$ cat config.mk
export PLATFORM = sky130hd
export DESIGN_NAME = fan_demux_hs
export DESIGN_NICKNAME = d
export VERILOG_FILES = /design/src/rtl/fan_demux_hs.sv
export SDC_FILE = /design/constraint.sdc
export NUM_CORES = 1
export LEC_CHECK = 0
export BUFFER_PORTS_ARGS = -buffer_cell sky130_fd_sc_hd__buf_2
export CAP_MARGIN = 20
export CELL_PAD_IN_SITES_DETAIL_PLACEMENT = 0
export CELL_PAD_IN_SITES_GLOBAL_PLACEMENT = 1
export CORE_ASPECT_RATIO = 0.9
export CORE_MARGIN = 10
export CORE_UTILIZATION = 40
export DETAILED_ROUTE_END_ITERATION = 10
export GPL_ROUTABILITY_DRIVEN = 0
export GPL_TIMING_DRIVEN = 0
export HOLD_SLACK_MARGIN = 0.15
export PLACE_DENSITY_LB_ADDON = 0.25
export SETUP_SLACK_MARGIN = 0.1
export SYNTH_ARGS = -nofsm -noshare
export SYNTH_HDL_FRONTEND = slang
export SYNTH_SLANG_ARGS = --single-unit
export TNS_END_PERCENT = 50
$ cat constraint.sdc
create_clock -name clk -period 3.61 [get_ports clk]
set_clock_uncertainty 0.15 [all_clocks]
set_input_delay 0.9025 -clock clk [delete_from_list [all_inputs] [get_ports clk]]
set_output_delay 0.9025 -clock clk [all_outputs]
set_load 0.1 [all_outputs]
$ cat src/rtl/fan_demux_hs.sv
// 1-to-NUM_OUT registered demultiplexer with a valid/ready handshake per channel.
// Optional FAN_BROADCAST_EN adds a bcast input that loads every channel at once.
module fan_demux_hs #(
    parameter int SIGNAL_WIDTH = 8,
    parameter int NUM_OUT      = 8,
    parameter int SEL_WIDTH    = 3
) (
    input  logic                            clk,
    input  logic                            rst,
    input  logic [SIGNAL_WIDTH-1:0]         in_data,
    input  logic [SEL_WIDTH-1:0]            in_sel,
    input  logic                            in_valid,
`ifdef FAN_BROADCAST_EN
    input  logic                            bcast,
`endif
    output logic                            in_ready,
    output logic [NUM_OUT*SIGNAL_WIDTH-1:0] out_data,
    output logic [NUM_OUT-1:0]              out_valid,
    input  logic [NUM_OUT-1:0]              out_ready,
    output logic                            err_sel
);

    localparam logic [SEL_WIDTH:0] NUM_OUT_W = (SEL_WIDTH+1)'(NUM_OUT);

    logic [NUM_OUT*SIGNAL_WIDTH-1:0] out_data_q, out_data_d;
    logic [NUM_OUT-1:0]              out_valid_q, out_valid_d;
    logic                            err_sel_q, err_sel_d;

    logic               bcast_w;
    logic               sel_ok;
    logic               accept;
    logic               sel_blocked;
    logic [NUM_OUT-1:0] blocked;
    logic [NUM_OUT-1:0] sel_hit;
    logic [NUM_OUT-1:0] load;

`ifdef FAN_BROADCAST_EN
    assign bcast_w = bcast;
`else
    assign bcast_w = 1'b0;
`endif

    always_comb begin
        sel_ok      = ({1'b0, in_sel} < NUM_OUT_W);
        blocked     = out_valid_q & ~out_ready;
        sel_hit     = '0;
        sel_blocked = 1'b0;
        for (int c = 0; c < NUM_OUT; c++) begin
            sel_hit[c] = (in_sel == SEL_WIDTH'(c));
        end
        sel_blocked = |(sel_hit & blocked);

        // A broadcast needs every channel free; an out-of-range select is always taken.
        if (bcast_w) begin
            in_ready = ~|blocked;
        end else begin
            in_ready = ~sel_ok | ~sel_blocked;
        end

        accept = in_valid & in_ready;
        load   = accept ? (bcast_w ? '1 : sel_hit) : '0;

        out_valid_d = load | (out_valid_q & ~out_ready);
        out_data_d  = out_data_q;
        for (int c = 0; c < NUM_OUT; c++) begin
            if (load[c]) begin
                out_data_d[c*SIGNAL_WIDTH +: SIGNAL_WIDTH] = in_data;
            end
        end
        err_sel_d = accept & ~bcast_w & ~sel_ok;
    end

    always_ff @(posedge clk or posedge rst) begin
        if (rst) begin
            out_data_q  <= '0;
            out_valid_q <= '0;
            err_sel_q   <= 1'b0;
        end else begin
            out_data_q  <= out_data_d;
            out_valid_q <= out_valid_d;
            err_sel_q   <= err_sel_d;
        end
    end

    assign out_data  = out_data_q;
    assign out_valid = out_valid_q;
    assign err_sel   = err_sel_q;

endmodule
Yosys cells after proc, flatten, opt, wreduce, memory -nomap -nowiden --
Index checks and enable logic that the tools add are counted.
Word-level totals: bits in registers 72, input port bits 22, output and inout port bits 74, logic and storage cells 25
Cells by class: eq/ne operators 7, mux-type cells 1, bitwise logic cells 6, reduce and logical (&&, ||, !) cells 2
Operators with widths (number):
- 8-bit AND | 2
- 3-bit == test, second input constant | 4
- 8-bit two-way mux | 1
- 8-bit inverter | 1
- 8-bit bitwise OR | 1
- 8-bit OR reduction | 1
- 3-bit by 2-bit == test with 1-bit output, second input constant | 2
- 3-bit by 1-bit == test with 1-bit output, second input constant | 1
- 3-bit logical NOT | 1
- 1-bit AND | 1
- 1-bit inverter | 1

Depth between registers and ports, before layout --
Gate-level depths: netlist of run 1.
depth in word-level cells 8, depth in mapped cells 5, depth with buffers taken out 3

Worst setup path before layout of run 1 --
OpenSTA, ideal clock, no wires.
path kind reg-to-output, start point register out_valid_q[1] (netlist: out_valid[1]), end point output port in_ready, data arrival time 2.106 ns, required time 2.558 ns, path slack 0.451 ns, stages on the path, launching flop included 4, buffers on the path 0, cell sequence dfrtp_1 nand2b_1 mux4_1 mux2_2
On the way: cells in the longest elaborated chain, start to end 4
Ends and longest elaborated chain:
- from (decl) | RTL line 26 | logic [NUM_OUT-1:0] out_valid_q, out_valid_d;
- from (signal assigned) | RTL line 80 | out_valid_q <= out_valid_d;
- 8-bit AND | RTL line 45 | blocked = out_valid_q & ~out_ready;
- 8-bit AND | RTL line 51 | sel_blocked = |(sel_hit & blocked);
- 8-bit OR reduction | RTL line 51
- 1-bit inverter | RTL line 57 | in_ready = ~sel_ok | ~sel_blocked;
- to (decl) | RTL line 16 | output logic in_ready,
Every way passes these cells.

Final worst setup path of run 1 --
start point input port out_ready[3], end point output port in_ready
On the way: cells in the longest elaborated chain, start to end 5
Ends and longest elaborated chain:
- from (decl) | RTL line 19 | input logic [NUM_OUT-1:0] out_ready,
- 8-bit inverter | RTL line 45
- 8-bit AND | RTL line 45
- 8-bit AND | RTL line 51
- 8-bit OR reduction | RTL line 51
- 1-bit inverter | RTL line 57
Every way passes these cells.

==> results of run 1 <==
## final cells by class
type / instances / area [µm²]
Sequential cell: 72 / 1800
Timing Repair Buffer: 94 / 470
Fill cell: 640 / 3370
Clock buffer: 11 / 141
Multi-Input combinational cell: 100 / 1010
Clock inverter: 5 / 56.3
Inverter: 1 / 6.26
Tap cell: 93 / 116
Buffer: 4 / 28.8
## report_power, final
group          switching [mW]  internal, mW  leakage, nW
combinational            1.43         0.250        0.801
sequential             0.0835         0.973        0.876
clock                   0.293         0.337       0.0993
## placed cells by master, fill, tap and decap left out, types with 4 or more instances in the layout
cell	netlist	layout
o21ai_0	4	4
nand2_1	7	7
dfrtp_1	72	72
nand2b_1	9	9
buf_2	2	96
mux2_2	65	65
clkbuf_8	0	10
## registers in the layout, indices dropped and copies added, names as in the netlist
| register | cells |
|---|---|
| out_data | 64 |
| out_valid | 8 |
## cell families after synthesis
family	Yosys count	share of synthesized area (%)
mux	67	27.6
other cells	1	0.132
buf+inv	5	1.14
simple gates	28	7.16
flops	72	63.3
compound gates	4	0.703
## critical path: cells and delay by family
kind / cells / cell delay (ps)
buf+inv: 2 / 380
mux: 2 / 770
simple gates: 1 / 190
## routing by layer
layer  vias up  share of wire [%]  wire [µm]
met5         -                  0          0
met4         0               0.42         29
met3         4                 10        694
met2        62                 47       3250
met1       897                 43       2950
li1        833                  -          -
## final timing paths
kind                                     end    startpoint  slack [ps]
worst max-delay path                in_ready  out_ready[3]         310
worst min-delay path            out_data[62]  out_data[62]         350
worst max register to register  out_data[60]  out_valid[7]        1930
worst min register to register  out_data[62]  out_data[62]         350
max in group asynchronous       out_data[14]           rst        2130
min in group asynchronous       out_data[15]           rst         600
## stage by stage
stage	hold slack (ps)	util, %	TNS (ps)
floorplan	903	-	0
global placement	333	49.0	-11930
detailed placement	338	49.1	0
CTS	357	51.9	0
global route	366	51.9	0
finish	352	51.9	0
==> results_dict.tcl, run 1 <==
set metrics [dict create \
    stdcell_area_mm2 0.00363 \
    fmax_mhz 303 \
    drt-total-wl_um 6920 \
    worstSkewPairLatency_ps 330 \
    via_count 1796 \
    dp_hpwl_um 5020 \
    grt_pass1_wl_um 10700 \
    p_leak_nw 1.78 \
    grt_util_met1_pct 15.3 \
    cts_root_buf "clkbuf_8" \
    grt_use_total_pct 12.9 \
    required_ps 2560 \
    firstDrtPassIters 2 \
    yosysTopAreaCellShare_pct 63.3 \
    antenna_found_initial 0 \
    synth_area_per_cell_um2 16.1 \
    holdPathStages 1 \
    netlist_area_mm2 0.00285 \
    final_hold_viol_count 0 \
    met3_usage_pct 7.24 \
    synthCells 177 \
    dieHeight_um 100 \
    cp_max_fo 4 \
    fin_crit_sh_pct 91.5 \
    antenna_left 0 \
    rsz0062_at_grt "false" \
    wl_per_cell_um 18.2 \
    path_clk_slew_ps 80 \
    setup_violations 0 \
    synth_seq_cells 72 \
    start_util_pct 40.6 \
    worst_setup_path_start_kind "input port" \
    synthTopCellsByCount "dfrtp_1, mux2_2, nand2b_1" \
    path_cells "buf_2 > nand2b_1 > mux4_1 > mux2_2 > buf_2" \
    cpMostUsedCell "buf_2" \
    cts_tree "built" \
    synth-edff-count 0 \
    pin_count 96 \
    fin_crit_ps 3300 \
    post_cts_resized 0 \
    relSlewSlack_pct 41.4 \
    final_nets 304 \
    use_met2_pct 20.1 \
    post-place-ws_ps 295 \
    n_antenna_cell 0 \
    total_power_mw 3.37 \
    end_kind "output port" \
    hold_buffers 0 \
    grt_pass1_vias 1941 \
    postCtsSetupBuffers 0 \
    slowest_stage "mux4_1" \
    status "complete, no violations" \
    hp-class "reg2reg" \
    busiest_layer "met2" \
    cts_buffers 9 \
    first_iter_violations 34 \
    stdcell_count 380 \
    synth_nets 199 \
    critPathKind "in2out" \
    rows 29 \
    ys_warn_count 0 \
    slew_violations 0 \
    max_stage_delay_ps 500 \
    synth_most_common_cell "dfrtp_1" \
    ys.flop_type "dfrtp_1" \
    htree_levels 3 \
    synth_area_leader_cell "dfrtp_1" \
    reg2regPathDepth 3 \
    cap_violations 0 \
    finalWorstSetupSlack_ps 306 \
    grt_max_degree 73 \
    dieArea_mm2 0.0109 \
    overflow 0 \
    synthArstFlopShare_pct 100 \
    area_growth_pct 27.6 \
    post-route-drc-count 0 \
    synth-seq-area-share_pct 63.3 \
    avgViaCountPerCell 4.73 \
    ir_worst_vdd_v 0.000586 \
    coreArea_mm2 0.00700 \
    place.port_buffers 94 \
    placed_area_mm2 0.00344 \
    worst_pin_slew_ps 879 \
    power_density_mw_per_mm2 927 \
    crit_arrival_ps 2250 \
    ys_types 19 \
    clock_sinks 72 \
    die_w_um 109 \
    synth.area.top_cells "dfrtp_1, mux2_2, nand2b_1" \
    cts_max_path_buffers 2 \
    final_layout_size_suffix_gt1_share_pct 64.8 \
    placedCellCount 364 \
]
Power figures use the tool's default switching activity.
==> run 2, diff against run 1 <==
--- a/config.mk
+++ b/config.mk
@@ -5,7 +5,6 @@
 export SDC_FILE = /design/constraint.sdc
 export NUM_CORES = 1
 export LEC_CHECK = 0
-export BUFFER_PORTS_ARGS = -buffer_cell sky130_fd_sc_hd__buf_2
 export CAP_MARGIN = 20
 export CELL_PAD_IN_SITES_DETAIL_PLACEMENT = 0
 export CELL_PAD_IN_SITES_GLOBAL_PLACEMENT = 1
@@ -13,6 +12,7 @@
 export CORE_MARGIN = 10
 export CORE_UTILIZATION = 40
 export DETAILED_ROUTE_END_ITERATION = 10
+export DONT_BUFFER_PORTS = 1
 export GPL_ROUTABILITY_DRIVEN = 0
 export GPL_TIMING_DRIVEN = 0
 export HOLD_SLACK_MARGIN = 0.15
@@ -21,4 +21,4 @@
 export SYNTH_ARGS = -nofsm -noshare
 export SYNTH_HDL_FRONTEND = slang
 export SYNTH_SLANG_ARGS = --single-unit
-export TNS_END_PERCENT = 50
+export TNS_END_PERCENT = 100
==> run 2 against run 1 <==
Core utilization fell by 5.7 points. Register-to-register slack worse by 420 ps. Hold slack lost 21 ps. Critical endpoint unchanged. Global-route usage is 0.59 points higher. Sequential share of layout area increased by 6.5 points. Sequential cell count stayed put. Count of clock-buffer cells in the layout fell by 1. Non-clock buffer count decreased by 92. Cell count decreased by 24%.
==> results_dict.tcl, run 2 (synthesized netlist as in run 1, its figures left out) <==
set metrics [dict create \
    status "complete, no violations" \
    rows 29 \
    grt_use_total_pct 13.5 \
    wl_per_cell_um 24.6 \
    clock_sinks 72 \
    postCtsSetupBuffers 0 \
    post-place-ws_ps 343 \
    cts_tree "built" \
    fin_hold_ws_ps 331 \
    path_clk_slew_ps 80 \
    post-route-drc-count 0 \
    cap_violations 0 \
    area_growth_pct 13.6 \
    place.port_buffers 0 \
    mostFrequentLayoutCell "mux2_2" \
    hp-class "in2async" \
    fmax_mhz 301 \
    fin_crit_sh_pct 92.1 \
    rr_startpoint "out_valid[5]" \
    drt-total-wl_um 7090 \
    worst_pin_slew_ps 929 \
    dp_hpwl_um 5230 \
    final_hold_viol_count 0 \
    critPathKind "reg2out" \
    setup_violations 0 \
    max_stage_delay_ps 690 \
    grt_pass1_vias 1648 \
    cts_max_path_buffers 2 \
    avgViaCountPerCell 5.32 \
    relSlewSlack_pct 38.0 \
    pin_count 96 \
    dieHeight_um 100 \
    reg2regPathDepth 3 \
    via_count 1532 \
    required_ps 2560 \
    cts_root_buf "clkbuf_8" \
    r2r_end "out_data[41]" \
    cts_buffers 9 \
    slowest_stage "dfrtp_2" \
    largest_reg_flops 64 \
    grt_pass1_wl_um 10800 \
    die_w_um 109 \
    fin_tns_setup_ps 0 \
    overflow 0 \
    grt_max_degree 26 \
    n_antenna_cell 0 \
    antenna_found_initial 0 \
    final_layout_size_suffix_gt1_share_pct 52.8 \
    start_util_pct 40.6 \
    htree_levels 3 \
    coreArea_mm2 0.00700 \
    critical_path_depth 3 \
    critical_path.n_buffers_inverters 0 \
    critical_path.top_delay_family "multiplexers" \
    fin_crit_ps 3320 \
    antenna_left 0 \
    utilization_pct 46.2 \
    worstSkewPairLatency_ps 340 \
    fill_cells 623 \
    final_nets 212 \
    first_iter_violations 38 \
    finalWorstSetupSlack_ps 286 \
    reg2reg_slack_ps 1510 \
    path_cells "nand2b_1 > mux4_1 > mux2_2" \
    end_kind "output port" \
    crit_arrival_ps 2270 \
    firstDrtPassIters 4 \
    rsz0062_at_grt "false" \
    worst_setup_path_start_kind "flop" \
    layout_common_cells "mux2_2, dfrtp_1, clkbuf_8" \
    slew_violations 0 \
    dieArea_mm2 0.0109 \
    cp_max_fo 4 \
]
## run 2: layer usage
layer / share of wire, % / global-route usage, %
met4: 1.3 / 4.86
met2: 50 / 21.8
met3: 14 / 8.46
met5: 0 / 0
met1: 35 / 14.0
## run 2: worst max path at each step
stage,from,endpoint,slack [ps]
after floorplan,out_valid[1],in_ready,450
after global placement,rst,out_data[59],190
after detailed placement,out_valid[1],in_ready,340
after CTS,out_valid[1],in_ready,270
after global routing,out_valid[1],in_ready,210
final,out_valid[3],in_ready,290
## run 2: metrics by stage
step | instances | cell area (µm²)
6_report | 288 | 3230
5_1_grt | 288 | 3230
4_1_cts | 288 | 3230
3_5_place_dp | 272 | 3020
3_3_place_gp | 270 | 2960
2_1_floorplan | 177 | 2850
## run 2: final cells by class
type                    instances  area, µm²  share of cell area [%]
inverters                       1       3.75                   0.116
flip-flops and latches         72       1810                    56.0
plain buffers                   4       28.8                   0.890
repair buffers                  2       55.1                    1.70
multi-input cells             100       1010                    31.3
well taps                      93        116                    3.60
clock buffers                  10        138                    4.26
clock inverters                 6       67.6                    2.09
## run 2: timing repair
action	4_1_cts	5_1_grt
endpoints found under the hold margin	0	0
setup endpoints to repair	1	0
resized for setup	8	0
hold buffers	0	0
Power of run 2 is left out: the tool's default activity adds up to more than one toggle a clock period on the data nets, which glitch-free logic cannot reach.
==> run 3, diff against run 2 <==
==> constraint.sdc (replaced) <==
create_clock -name clk -period 3.77 [get_ports clk]
set_clock_uncertainty 0.15 [all_clocks]
set_input_delay 0.377 -clock clk [delete_from_list [all_inputs] [get_ports clk]]
set_output_delay 0.377 -clock clk [all_outputs]
set_load 0.1 [all_outputs]
==> run 3 against run 2 <==
Cell count increased by 6.6%. Sequential cell count unchanged. Global-route usage increased by 0.15 points. Setup slack improved by 370 ps. Core utilization increased by 2.6 points. Critical path type unchanged. Count of clock-buffer cells in the layout unchanged. Wire length increased by 1.1%. Critical endpoint unchanged.
==> results_dict.tcl, run 3 (synthesized netlist as in run 1, its figures left out) <==
set metrics [dict create \
    wl_per_cell_um 23.4 \
    fin_tns_setup_ps 0 \
    layout_common_cells "dfrtp_1, mux2_2, dlygate4sd3_1" \
    largest_reg_flops 64 \
    fmax_mhz 321 \
    drt-total-wl_um 7170 \
    grt_max_degree 26 \
    worst_pin_slew_ps 934 \
    fin_crit_sh_pct 82.7 \
    final_nets 231 \
    rr_startpoint "out_valid[7]" \
    n_antenna_cell 0 \
    holdPathStages 2 \
    critPathKind "reg2out" \
    required_ps 3240 \
    grt_pass1_wl_um 11000 \
    slowest_stage "dfrtp_1" \
    status "complete, no violations" \
    first_iter_violations 39 \
    place.port_buffers 0 \
    start_util_pct 40.6 \
    path_cells "nand2b_1 > mux4_1 > mux2_2" \
    worst_setup_path_start_kind "flop" \
    rows 29 \
    relSlewSlack_pct 37.8 \
    pin_count 96 \
    ir_worst_vdd_v 0.000402 \
    post-route-drc-count 0 \
    fill_cells 609 \
    cts_root_buf "clkbuf_8" \
    cts_max_path_buffers 2 \
    stdcell_count 307 \
    antenna_left 0 \
    hold_buffers 19 \
    final_layout_size_suffix_gt1_share_pct 44.4 \
    max_stage_delay_ps 950 \
    fin_hold_ws_ps 166 \
    fin_crit_ps 3120 \
    firstDrtPassIters 4 \
    power_density_mw_per_mm2 907 \
    via_count 1615 \
    dieArea_mm2 0.0109 \
    min-delay-start "in_sel[0]" \
    cp_max_fo 4 \
    dieHeight_um 100 \
    antenna_found_initial 0 \
    slew_violations 0 \
    worstSkewPairLatency_ps 350 \
    mostFrequentLayoutCell "dfrtp_1" \
    critical_path.top_delay_family "multiplexers" \
    whs_endpoint "out_valid[3]" \
    p_leak_nw 1.49 \
    rsz0062_at_grt "false" \
    path_clk_slew_ps 80 \
    reg2reg_slack_ps 1440 \
    crit_arrival_ps 2590 \
    cap_violations 0 \
    stdcell_area_mm2 0.00341 \
    critical_path.n_buffers_inverters 0 \
    clock_sinks 72 \
    grt_pass1_vias 1748 \
    reg2regPathDepth 3 \
    die_w_um 109 \
    cts_tree "built" \
    critPathLaunch "out_valid[3]" \
    cts_buffers 9 \
    placedCellCount 272 \
    avgViaCountPerCell 5.26 \
    overflow 0 \
    setup_violations 0 \
    area_growth_pct 19.9 \
    grt_use_total_pct 13.6 \
    htree_levels 3 \
    postCtsSetupBuffers 0 \
    hp-class "in2reg" \
    coreArea_mm2 0.00700 \
    post_cts_resized 0 \
    final_hold_viol_count 0 \
    utilization_pct 48.7 \
    placed_area_mm2 0.00302 \
    r2r_end "out_data[63]" \
    dp_hpwl_um 5230 \
    end_kind "output port" \
]
run 3: cell types whose count changed in the layout (fill, tap and decap cells not counted):
cell | previous run | this run
dfrtp_1 | 64 | 72
dlygate4sd3_1 | 0 | 19
dfrtp_2 | 8 | 0
run 3: power by group:
group	internal, mW	total, mW	switching [mW]
clock	0.326	0.619	0.294
combinational	0.147	0.239	0.0917
sequential	0.903	2.24	1.34
total	1.38	3.10	1.72
run 3: cell type report:
class / instances / area, µm² / area share [%]
Tap cell: 93 / 116 / 3.41
Clock inverter: 6 / 67.6 / 1.98
Multi-Input combinational cell: 100 / 1010 / 29.7
Timing Repair Buffer: 21 / 245 / 7.18
Inverter: 1 / 3.75 / 0.110
Sequential cell: 72 / 1800 / 52.8
Clock buffer: 10 / 138 / 4.03
Buffer: 4 / 28.8 / 0.843
run 3: worst max-delay path by stage:
stage,to,slack (ps),cells past startpoint
6_report,in_ready,650,3
5_1_grt,in_ready,570,3
4_1_cts,in_ready,640,3
3_5_place_dp,in_ready,1030,3
3_3_place_gp,out_data[59],880,1
2_1_floorplan,in_ready,1140,3
run 3: layer usage:
| metal | part of all wire, % | vias up | global-route usage [%] |
|---|---|---|---|
| met2 | 49 | 66 | 21.8 |
| met1 | 37 | 839 | 15.0 |
| met5 | 0 | - | 0 |
| met3 | 12 | 9 | 7.62 |
| met4 | 1.4 | 0 | 4.86 |
| li1 | - | 701 | - |
run 3: through the flow:
| stage | setup WS [ps] | power (mW) |
|---|---|---|
| after detailed placement | 1030 | 2.48 |
| final | 654 | 3.10 |
| after global routing | 571 | 3.20 |
| after floorplan | 1140 | 2.38 |
| after CTS | 643 | 3.13 |
| after global placement | 879 | 2.45 |
